--- config.mk ---
export PLATFORM = sky130hd
export DESIGN_NAME = ocx_tlx_framer_cmd_sched_flat
export DESIGN_NICKNAME = d
export VERILOG_FILES = /design/src/rtl/ocx_tlx_framer_pkg.sv /design/src/rtl/ocx_tlx_framer_cmd_sched_if.sv /design/src/rtl/ocx_tlx_credit_cntr.sv /design/src/rtl/ocx_tlx_framer_cmd_sched.sv /design/src/flat_wrapper.sv
export SDC_FILE = /design/constraint.sdc
export NUM_CORES = 1
export LEC_CHECK = 0
export ABC_AREA = 1
export ABC_CLOCK_PERIOD_IN_PS = 13400
export CORE_AREA = 2 2 223 225
export DETAILED_ROUTE_END_ITERATION = 10
export DIE_AREA = 0 0 225 227
export GPL_ROUTABILITY_DRIVEN = 0
export HOLD_SLACK_MARGIN = 0.05
export PLACE_DENSITY = 0.54
export SYNTH_ARGS = -nofsm -noshare
export SYNTH_HDL_FRONTEND = slang
export SYNTH_HIERARCHICAL = 1
export SYNTH_SLANG_ARGS = --single-unit
--- constraint.sdc ---
create_clock -name clock -period 13.4 [get_ports clock]
set_input_delay 2.01 -clock clock [delete_from_list [all_inputs] [get_ports clock]]
set_output_delay 2.01 -clock clock [all_outputs]
set_load 0.02 [all_outputs]
--- src/rtl/ocx_tlx_framer_pkg.sv ---
// ----------------------------------------------------------------------------
// ocx_tlx_framer_pkg
// Shared definitions for the TLX framer command scheduler:
//   - scheduler state encoding (ST_INIT, ST_RUN)
//   - source encoding (SRC_CMD = command FIFO / VC3, SRC_RSP = response FIFO / VC0)
//   - default entry width
//   - rr_pick: round-robin winner between the two sources
// ----------------------------------------------------------------------------
package ocx_tlx_framer_pkg;

  localparam int DATA_WIDTH_DEF = 172;

  typedef enum logic {
    ST_INIT = 1'b0,
    ST_RUN  = 1'b1
  } state_e;

  typedef enum logic {
    SRC_CMD = 1'b0,
    SRC_RSP = 1'b1
  } src_e;

  // Winner when at least one source is eligible. A tie goes to the source
  // that did not win last time.
  function automatic src_e rr_pick(input logic cmd_elig, input logic rsp_elig,
                                   input src_e last_grant);
    src_e win;
    if (cmd_elig && rsp_elig) begin
      win = (last_grant == SRC_CMD) ? SRC_RSP : SRC_CMD;
    end else if (rsp_elig) begin
      win = SRC_RSP;
    end else begin
      win = SRC_CMD;
    end
    return win;
  endfunction

endpackage

--- src/rtl/ocx_tlx_framer_cmd_sched_if.sv ---
// ----------------------------------------------------------------------------
// ocx_tlx_framer_cmd_sched_if
// Bundles every non-clock/reset signal of the scheduler.
//   master : scheduler side (consumes FIFO heads, credits, flit_ready;
//            drives rd_done pulses, flit output stage, credit counts, error)
//   slave  : environment side (FIFOs, credit source, framer)
// ----------------------------------------------------------------------------
interface ocx_tlx_framer_cmd_sched_if
  import ocx_tlx_framer_pkg::*;
#(
  parameter int DATA_WIDTH   = DATA_WIDTH_DEF,
  parameter int CREDIT_WIDTH = 8,
  parameter int RET_WIDTH    = 4
);

  // Command FIFO (VC3)
  logic [DATA_WIDTH-1:0]   cmd_data_in;
  logic                    cmd_data_available;
  logic                    cmd_rd_done;
  // Response FIFO (VC0)
  logic [DATA_WIDTH-1:0]   rsp_data_in;
  logic                    rsp_data_available;
  logic                    rsp_rd_done;
  // Credit management
  logic                    credit_init;
  logic [CREDIT_WIDTH-1:0] init_cmd_credits;
  logic [CREDIT_WIDTH-1:0] init_rsp_credits;
  logic [RET_WIDTH-1:0]    cmd_credit_ret;
  logic [RET_WIDTH-1:0]    rsp_credit_ret;
  logic [CREDIT_WIDTH-1:0] cmd_credits;
  logic [CREDIT_WIDTH-1:0] rsp_credits;
  logic                    credit_overflow_error;
  // Framer output stage
  logic                    flit_valid;
  logic [DATA_WIDTH-1:0]   flit_data;
  logic                    flit_is_rsp;
  logic                    flit_ready;

  modport master (
    input  cmd_data_in, cmd_data_available, rsp_data_in, rsp_data_available,
    input  credit_init, init_cmd_credits, init_rsp_credits,
    input  cmd_credit_ret, rsp_credit_ret, flit_ready,
    output cmd_rd_done, rsp_rd_done, flit_valid, flit_data, flit_is_rsp,
    output cmd_credits, rsp_credits, credit_overflow_error
  );

  modport slave (
    output cmd_data_in, cmd_data_available, rsp_data_in, rsp_data_available,
    output credit_init, init_cmd_credits, init_rsp_credits,
    output cmd_credit_ret, rsp_credit_ret, flit_ready,
    input  cmd_rd_done, rsp_rd_done, flit_valid, flit_data, flit_is_rsp,
    input  cmd_credits, rsp_credits, credit_overflow_error
  );

endinterface

--- src/rtl/ocx_tlx_credit_cntr.sv ---
// ----------------------------------------------------------------------------
// ocx_tlx_credit_cntr
// One TL virtual-channel credit counter.
//   clock, reset : rising-edge clock, async active-high reset (count -> 0)
//   load         : load load_val, dropping any return this cycle
//   load_val     : initial credit count
//   ret          : credits returned by the link partner this cycle
//   consume      : one credit spent this cycle
//   credits      : current count
//   overflow     : one-cycle pulse, registered alongside the clamped count
// ----------------------------------------------------------------------------
module ocx_tlx_credit_cntr #(
  parameter int CREDIT_WIDTH = 8,
  parameter int RET_WIDTH    = 4
) (
  input  logic                    clock,
  input  logic                    reset,
  input  logic                    load,
  input  logic [CREDIT_WIDTH-1:0] load_val,
  input  logic [RET_WIDTH-1:0]    ret,
  input  logic                    consume,
  output logic [CREDIT_WIDTH-1:0] credits,
  output logic                    overflow
);

  localparam logic [CREDIT_WIDTH:0] MAX_CREDITS = {1'b0, {CREDIT_WIDTH{1'b1}}};

  logic [CREDIT_WIDTH-1:0] credits_q, credits_d;
  logic                    overflow_q, overflow_d;
  logic [CREDIT_WIDTH:0]   sum;

  // Arithmetic is one bit wider than the counter so an overshoot is visible.
  // consume is only asserted when the count is non-zero, so the subtraction
  // never wraps.
  always_comb begin
    sum = {1'b0, credits_q}
        + {{(CREDIT_WIDTH + 1 - RET_WIDTH){1'b0}}, ret}
        - {{CREDIT_WIDTH{1'b0}}, consume};
    credits_d  = credits_q;
    overflow_d = 1'b0;
    if (load) begin
      credits_d = load_val;
    end else if (sum > MAX_CREDITS) begin
      credits_d  = MAX_CREDITS[CREDIT_WIDTH-1:0];
      overflow_d = 1'b1;
    end else begin
      credits_d = sum[CREDIT_WIDTH-1:0];
    end
  end

  always_ff @(posedge clock or posedge reset) begin
    if (reset) begin
      credits_q  <= '0;
      overflow_q <= 1'b0;
    end else begin
      credits_q  <= credits_d;
      overflow_q <= overflow_d;
    end
  end

  assign credits  = credits_q;
  assign overflow = overflow_q;

endmodule

--- src/rtl/ocx_tlx_framer_cmd_sched.sv ---
// ----------------------------------------------------------------------------
// ocx_tlx_framer_cmd_sched
// Credit-aware round-robin scheduler between the command FIFO (VC3) and the
// response FIFO (VC0), feeding a one-entry registered output stage toward the
// TLX flit framer.
//   clock, reset : rising-edge clock, async active-high reset
//   bus (master) : FIFO heads/available, rd_done pops, credit init/returns,
//                  flit valid/ready/data/is_rsp, credit counts, overflow error
// A grant pops the winner combinationally (rd_done) and registers its entry
// into the output stage on the same edge, so FIFO head to flit_valid is one
// cycle and one grant per cycle is sustained while flit_ready stays high.
// ----------------------------------------------------------------------------
module ocx_tlx_framer_cmd_sched
  import ocx_tlx_framer_pkg::*;
#(
  parameter int DATA_WIDTH   = DATA_WIDTH_DEF,
  parameter int CREDIT_WIDTH = 8,
  parameter int RET_WIDTH    = 4
) (
  input logic                         clock,
  input logic                         reset,
  ocx_tlx_framer_cmd_sched_if.master  bus
);

  state_e                  state_q, state_d;
  src_e                    last_grant_q, last_grant_d;
  logic                    flit_valid_q, flit_valid_d;
  logic [DATA_WIDTH-1:0]   flit_data_q, flit_data_d;
  logic                    flit_is_rsp_q, flit_is_rsp_d;

  logic [CREDIT_WIDTH-1:0] cmd_credits_w, rsp_credits_w;
  logic                    cmd_ovf_w, rsp_ovf_w;
  logic                    out_free, cmd_elig, rsp_elig;
  logic                    grant;
  src_e                    win;
  logic                    cmd_pop, rsp_pop;

  always_comb begin
    state_d       = state_q;
    last_grant_d  = last_grant_q;
    flit_valid_d  = flit_valid_q;
    flit_data_d   = flit_data_q;
    flit_is_rsp_d = flit_is_rsp_q;
    grant         = 1'b0;
    win           = SRC_CMD;

    out_free = !flit_valid_q || bus.flit_ready;
    // Eligibility uses the registered count: a return arriving while the
    // count is zero only makes the source eligible on the following cycle.
    cmd_elig = bus.cmd_data_available && (cmd_credits_w != '0);
    rsp_elig = bus.rsp_data_available && (rsp_credits_w != '0);

    case (state_q)
      ST_INIT: begin
        if (bus.credit_init) state_d = ST_RUN;
      end
      ST_RUN: begin
        // A credit reload cycle never grants, so the consume cannot race the load.
        if (!bus.credit_init && out_free && (cmd_elig || rsp_elig)) begin
          grant = 1'b1;
          win   = rr_pick(cmd_elig, rsp_elig, last_grant_q);
        end
      end
      default: state_d = ST_INIT;
    endcase

    if (grant) begin
      last_grant_d  = win;
      flit_valid_d  = 1'b1;
      flit_is_rsp_d = (win == SRC_RSP);
      flit_data_d   = (win == SRC_RSP) ? bus.rsp_data_in : bus.cmd_data_in;
    end else if (bus.flit_ready) begin
      flit_valid_d = 1'b0;
    end

    cmd_pop = grant && (win == SRC_CMD);
    rsp_pop = grant && (win == SRC_RSP);
  end

  always_ff @(posedge clock or posedge reset) begin
    if (reset) begin
      state_q       <= ST_INIT;
      last_grant_q  <= SRC_RSP;
      flit_valid_q  <= 1'b0;
      flit_data_q   <= '0;
      flit_is_rsp_q <= 1'b0;
    end else begin
      state_q       <= state_d;
      last_grant_q  <= last_grant_d;
      flit_valid_q  <= flit_valid_d;
      flit_data_q   <= flit_data_d;
      flit_is_rsp_q <= flit_is_rsp_d;
    end
  end

  ocx_tlx_credit_cntr #(
    .CREDIT_WIDTH (CREDIT_WIDTH),
    .RET_WIDTH    (RET_WIDTH)
  ) u_vc3_cntr (
    .clock    (clock),
    .reset    (reset),
    .load     (bus.credit_init),
    .load_val (bus.init_cmd_credits),
    .ret      (bus.cmd_credit_ret),
    .consume  (cmd_pop),
    .credits  (cmd_credits_w),
    .overflow (cmd_ovf_w)
  );

  ocx_tlx_credit_cntr #(
    .CREDIT_WIDTH (CREDIT_WIDTH),
    .RET_WIDTH    (RET_WIDTH)
  ) u_vc0_cntr (
    .clock    (clock),
    .reset    (reset),
    .load     (bus.credit_init),
    .load_val (bus.init_rsp_credits),
    .ret      (bus.rsp_credit_ret),
    .consume  (rsp_pop),
    .credits  (rsp_credits_w),
    .overflow (rsp_ovf_w)
  );

  assign bus.cmd_rd_done           = cmd_pop;
  assign bus.rsp_rd_done           = rsp_pop;
  assign bus.flit_valid            = flit_valid_q;
  assign bus.flit_data             = flit_data_q;
  assign bus.flit_is_rsp           = flit_is_rsp_q;
  assign bus.cmd_credits           = cmd_credits_w;
  assign bus.rsp_credits           = rsp_credits_w;
  assign bus.credit_overflow_error = cmd_ovf_w | rsp_ovf_w;

endmodule
--- src/flat_wrapper.sv ---
// flat-port wrapper written by rule: the top's interface ports become plain ports
module ocx_tlx_framer_cmd_sched_flat import ocx_tlx_framer_pkg::*;
#(
  parameter int DATA_WIDTH   = DATA_WIDTH_DEF,
  parameter int CREDIT_WIDTH = 8,
  parameter int RET_WIDTH    = 4
)
  (clock, reset, bus_cmd_data_in, bus_cmd_data_available, bus_rsp_data_in, bus_rsp_data_available, bus_credit_init, bus_init_cmd_credits, bus_init_rsp_credits, bus_cmd_credit_ret, bus_rsp_credit_ret, bus_flit_ready, bus_cmd_rd_done, bus_rsp_rd_done, bus_flit_valid, bus_flit_data, bus_flit_is_rsp, bus_cmd_credits, bus_rsp_credits, bus_credit_overflow_error);
  ocx_tlx_framer_cmd_sched_if #(.DATA_WIDTH(DATA_WIDTH), .CREDIT_WIDTH(CREDIT_WIDTH), .RET_WIDTH(RET_WIDTH)) bus_i ();
  input logic clock;
  input logic reset;
  input wire logic [$bits(bus_i.cmd_data_in)-1:0] bus_cmd_data_in;
  input wire logic [$bits(bus_i.cmd_data_available)-1:0] bus_cmd_data_available;
  input wire logic [$bits(bus_i.rsp_data_in)-1:0] bus_rsp_data_in;
  input wire logic [$bits(bus_i.rsp_data_available)-1:0] bus_rsp_data_available;
  input wire logic [$bits(bus_i.credit_init)-1:0] bus_credit_init;
  input wire logic [$bits(bus_i.init_cmd_credits)-1:0] bus_init_cmd_credits;
  input wire logic [$bits(bus_i.init_rsp_credits)-1:0] bus_init_rsp_credits;
  input wire logic [$bits(bus_i.cmd_credit_ret)-1:0] bus_cmd_credit_ret;
  input wire logic [$bits(bus_i.rsp_credit_ret)-1:0] bus_rsp_credit_ret;
  input wire logic [$bits(bus_i.flit_ready)-1:0] bus_flit_ready;
  output wire logic [$bits(bus_i.cmd_rd_done)-1:0] bus_cmd_rd_done;
  output wire logic [$bits(bus_i.rsp_rd_done)-1:0] bus_rsp_rd_done;
  output wire logic [$bits(bus_i.flit_valid)-1:0] bus_flit_valid;
  output wire logic [$bits(bus_i.flit_data)-1:0] bus_flit_data;
  output wire logic [$bits(bus_i.flit_is_rsp)-1:0] bus_flit_is_rsp;
  output wire logic [$bits(bus_i.cmd_credits)-1:0] bus_cmd_credits;
  output wire logic [$bits(bus_i.rsp_credits)-1:0] bus_rsp_credits;
  output wire logic [$bits(bus_i.credit_overflow_error)-1:0] bus_credit_overflow_error;
  assign bus_i.cmd_data_in = bus_cmd_data_in;
  assign bus_i.cmd_data_available = bus_cmd_data_available;
  assign bus_i.rsp_data_in = bus_rsp_data_in;
  assign bus_i.rsp_data_available = bus_rsp_data_available;
  assign bus_i.credit_init = bus_credit_init;
  assign bus_i.init_cmd_credits = bus_init_cmd_credits;
  assign bus_i.init_rsp_credits = bus_init_rsp_credits;
  assign bus_i.cmd_credit_ret = bus_cmd_credit_ret;
  assign bus_i.rsp_credit_ret = bus_rsp_credit_ret;
  assign bus_i.flit_ready = bus_flit_ready;
  assign bus_cmd_rd_done = bus_i.cmd_rd_done;
  assign bus_rsp_rd_done = bus_i.rsp_rd_done;
  assign bus_flit_valid = bus_i.flit_valid;
  assign bus_flit_data = bus_i.flit_data;
  assign bus_flit_is_rsp = bus_i.flit_is_rsp;
  assign bus_cmd_credits = bus_i.cmd_credits;
  assign bus_rsp_credits = bus_i.rsp_credits;
  assign bus_credit_overflow_error = bus_i.credit_overflow_error;
  ocx_tlx_framer_cmd_sched #(.DATA_WIDTH(DATA_WIDTH), .CREDIT_WIDTH(CREDIT_WIDTH), .RET_WIDTH(RET_WIDTH)) u_core (.clock(clock), .reset(reset), .bus(bus_i));
endmodule
==> run metrics <==
status finished, final reports clean; final net count 2444; post-placement cell count 2647; hold wc startpoint u_core/bus.flit_data[12]; vias in the first global route 11.72k; postcts setup bufs 0; maximum vdd drop 0.00006779 V; Hold Slack 0.4811 ns; Vias 11.81k; Synth async-reset ratio 100.0%; sequential area share after synthesis 43.96%; final setup vio count 0; crit-path max FO 97; site row count 81; Core Util, Final 36.44%; DRT iter0 DRCs 862; synth cell count leaders nand2_1 (454), nand3_1 (443), inv_1 (255); dpl ws 5.516 ns; synthesis-to-layout area growth 60.14%; Synth top area share 43.72%; PD cells 149.6 nW/um^2; gate count after technology mapping 1543; EDFF count, synth 0; mapped cell area 11050 um^2; main area contributors after synthesis dfrtp_1 (44%), nand3_1 (20%), nand2_1 (15%); most common cell in the netlist nand2_1; Final WS setup 5.511 ns; post_cts resized 0; number of max-cap violations 0; drt first pass iters 7; share of layout cells above drive strength 1 3.743%; Worst-path clk slew 0.07 ns; core area 48550 um^2; TritonCTS buffer count 17; clock skew 0.01382 ns; Final Critical Period 7.889 ns; # fillers 5115; worst hold path type reg -> reg; Hold Buf Count CTS 0; setup_tns 0 ns; pin count of the biggest net entering global routing 98; Final Total Pwr 2.647 mW; CTS tree built; CP arrival 5.88 ns; post-route insts no fill 2681; worst-skew pair later-pin latency 0.50 ns; combinational share of power 48.6%; kind of critical path in -> out; Worst R2R Start u_core/u_vc3_cntr/credits[0]; drt via density 4.406; DRT antenna net count 0; syn_nets 1943; Net Sw Power 1.072 mW; Netlist cell types 27; post-DP HPWL 31.79 mm; r2r setup slk 8.68 ns; clock sink count 194; RSZ-0062 raised after global routing false; Die W 225 um; Placement Cell Area 17090 um^2; Ports 567; die extent in y 227 um; post-route clock period utilization 58.87%; worst setup path start bus_credit_init; Critical Path End Type output pin; clock share of power 20.3%; H-Tree Depth 4; Die ar. 51080 um^2; Initial Utilization 22.75%; cell internal pwr 1.575 mW; Reg power frac 31.2%; final wirelength 43.67 mm; Max-slew headroom 29.39%; Yosys top cell by area dfrtp_1; All-Layer GR Usage 16.58%; Avg Synthesized Cell Area 7.159 um^2; DR WL/cell 16.29 um; cell area after layout 17690 um^2; IO Port Bufs 566; CP Launch Type primary input; yosys warns 6; largest buffer count on any clock path 2; first-pass GRT wire length 65.54 mm; switching share of total power 40.49%; predominant post-synthesis flop cell dfrtp_1; Final Hold Viols 0; initial antenna violation count 3; DRC 0; CTS Root Cell clkbuf_16; Leak Pwr 8.707 nW; total gr overflow 0; Seq cells post-synth 194; actual slew at the worst max-slew pin 1.059 ns; fmax 126.8 MHz; Final Max Slew Viols 0; Crit path required time 11.39 ns
[placed cells by master (no fill, tap or decap), types with 4 or more instances in the layout]
cell	synthesis	final
nand3b_1	4	4
nand2_2	6	4
nor2_1	20	20
buf_4	24	10
nand3_1	443	442
inv_1	255	254
nand4_1	4	4
or2_2	12	12
clkbuf_16	0	17
a21oi_1	12	12
nand2_1	454	454
ha_1	24	24
clkdlybuf4s50_1	0	566
dfrtp_1	193	193
[power by group through the flow]
stage               Combinational, mW  Sequential (mW)  Clock, mW
CTS                              1.30            0.826      0.559
global placement                 1.28            0.831          0
global route                     1.42            0.844      0.576
finish                           1.29            0.825      0.536
floorplan                       0.563            0.990          0
detailed placement               1.29            0.834          0
[kinds of logic after synthesis]
kind of cell             count (synthesis)  share of synthesized area [%]
adder cells (fa/ha/maj)                 26                          3.081
AO/OA/AOI/OAI                           14                         0.6344
AND/OR/NAND/NOR                        956                          38.77
buffers and inverters                  353                          13.55
flip-flops                             194                          43.96
[critical path, cell delays in order]
cell and delay, ns:
clkdlybuf4s50_1 0.95, clkinv_1 0.24, nand4_2 0.17, nor2_4 0.13
nand2_8 0.46, buf_4 0.83, inv_2 0.25, clkdlybuf4s50_1 0.62
[final timing paths]
| path | end | cells after the start |
|---|---|---|
| setup reg to reg | u_core/u_vc0_cntr/credits[5] | 20 |
| hold reg to reg | u_core/bus.flit_data[12] | 2 |
| setup / recovery | bus_rsp_rd_done | 8 |
| hold / removal | u_core/bus.flit_data[12] | 2 |
| min in group asynchronous | u_core/u_vc0_cntr/credits[4] | 2 |
| max in group asynchronous | u_core/bus.flit_data[120] | 3 |
[sequential cells by signal (all words and copies together) (netlist names)]
register / flops
u_core/bus.flit_data: 172
u_core/bus.flit_is_rsp: 1
u_core/bus.flit_valid: 1
u_core/last_grant_q: 1
u_core/state_q: 1
u_core/u_vc0_cntr/credits: 8
u_core/u_vc0_cntr/overflow: 1
u_core/u_vc3_cntr/credits: 8
u_core/u_vc3_cntr/overflow: 1
[metal layers]
layer,up-vias,track usage [%],wire (um)
met5,-,0,13
met4,2,6.558,1327
met3,63,5.976,3697
met2,430,26.90,20630
met1,5493,20.05,18000
li1,5825,-,-
[area by class of cell]
type	count	area, um^2	share of cell area (%)
sequential	194	4856	27.45
inverter	259	978.4	5.532
antenna	2	5.005	0.02829
multi-input combinational	996	4741	26.80
timing repair buffer	576	5741	32.45
tap	622	778.2	4.400
clock inverter	11	118.9	0.6720
clock buffer	21	470.5	2.660
Note: power is estimated with default switching activity, not from simulation.
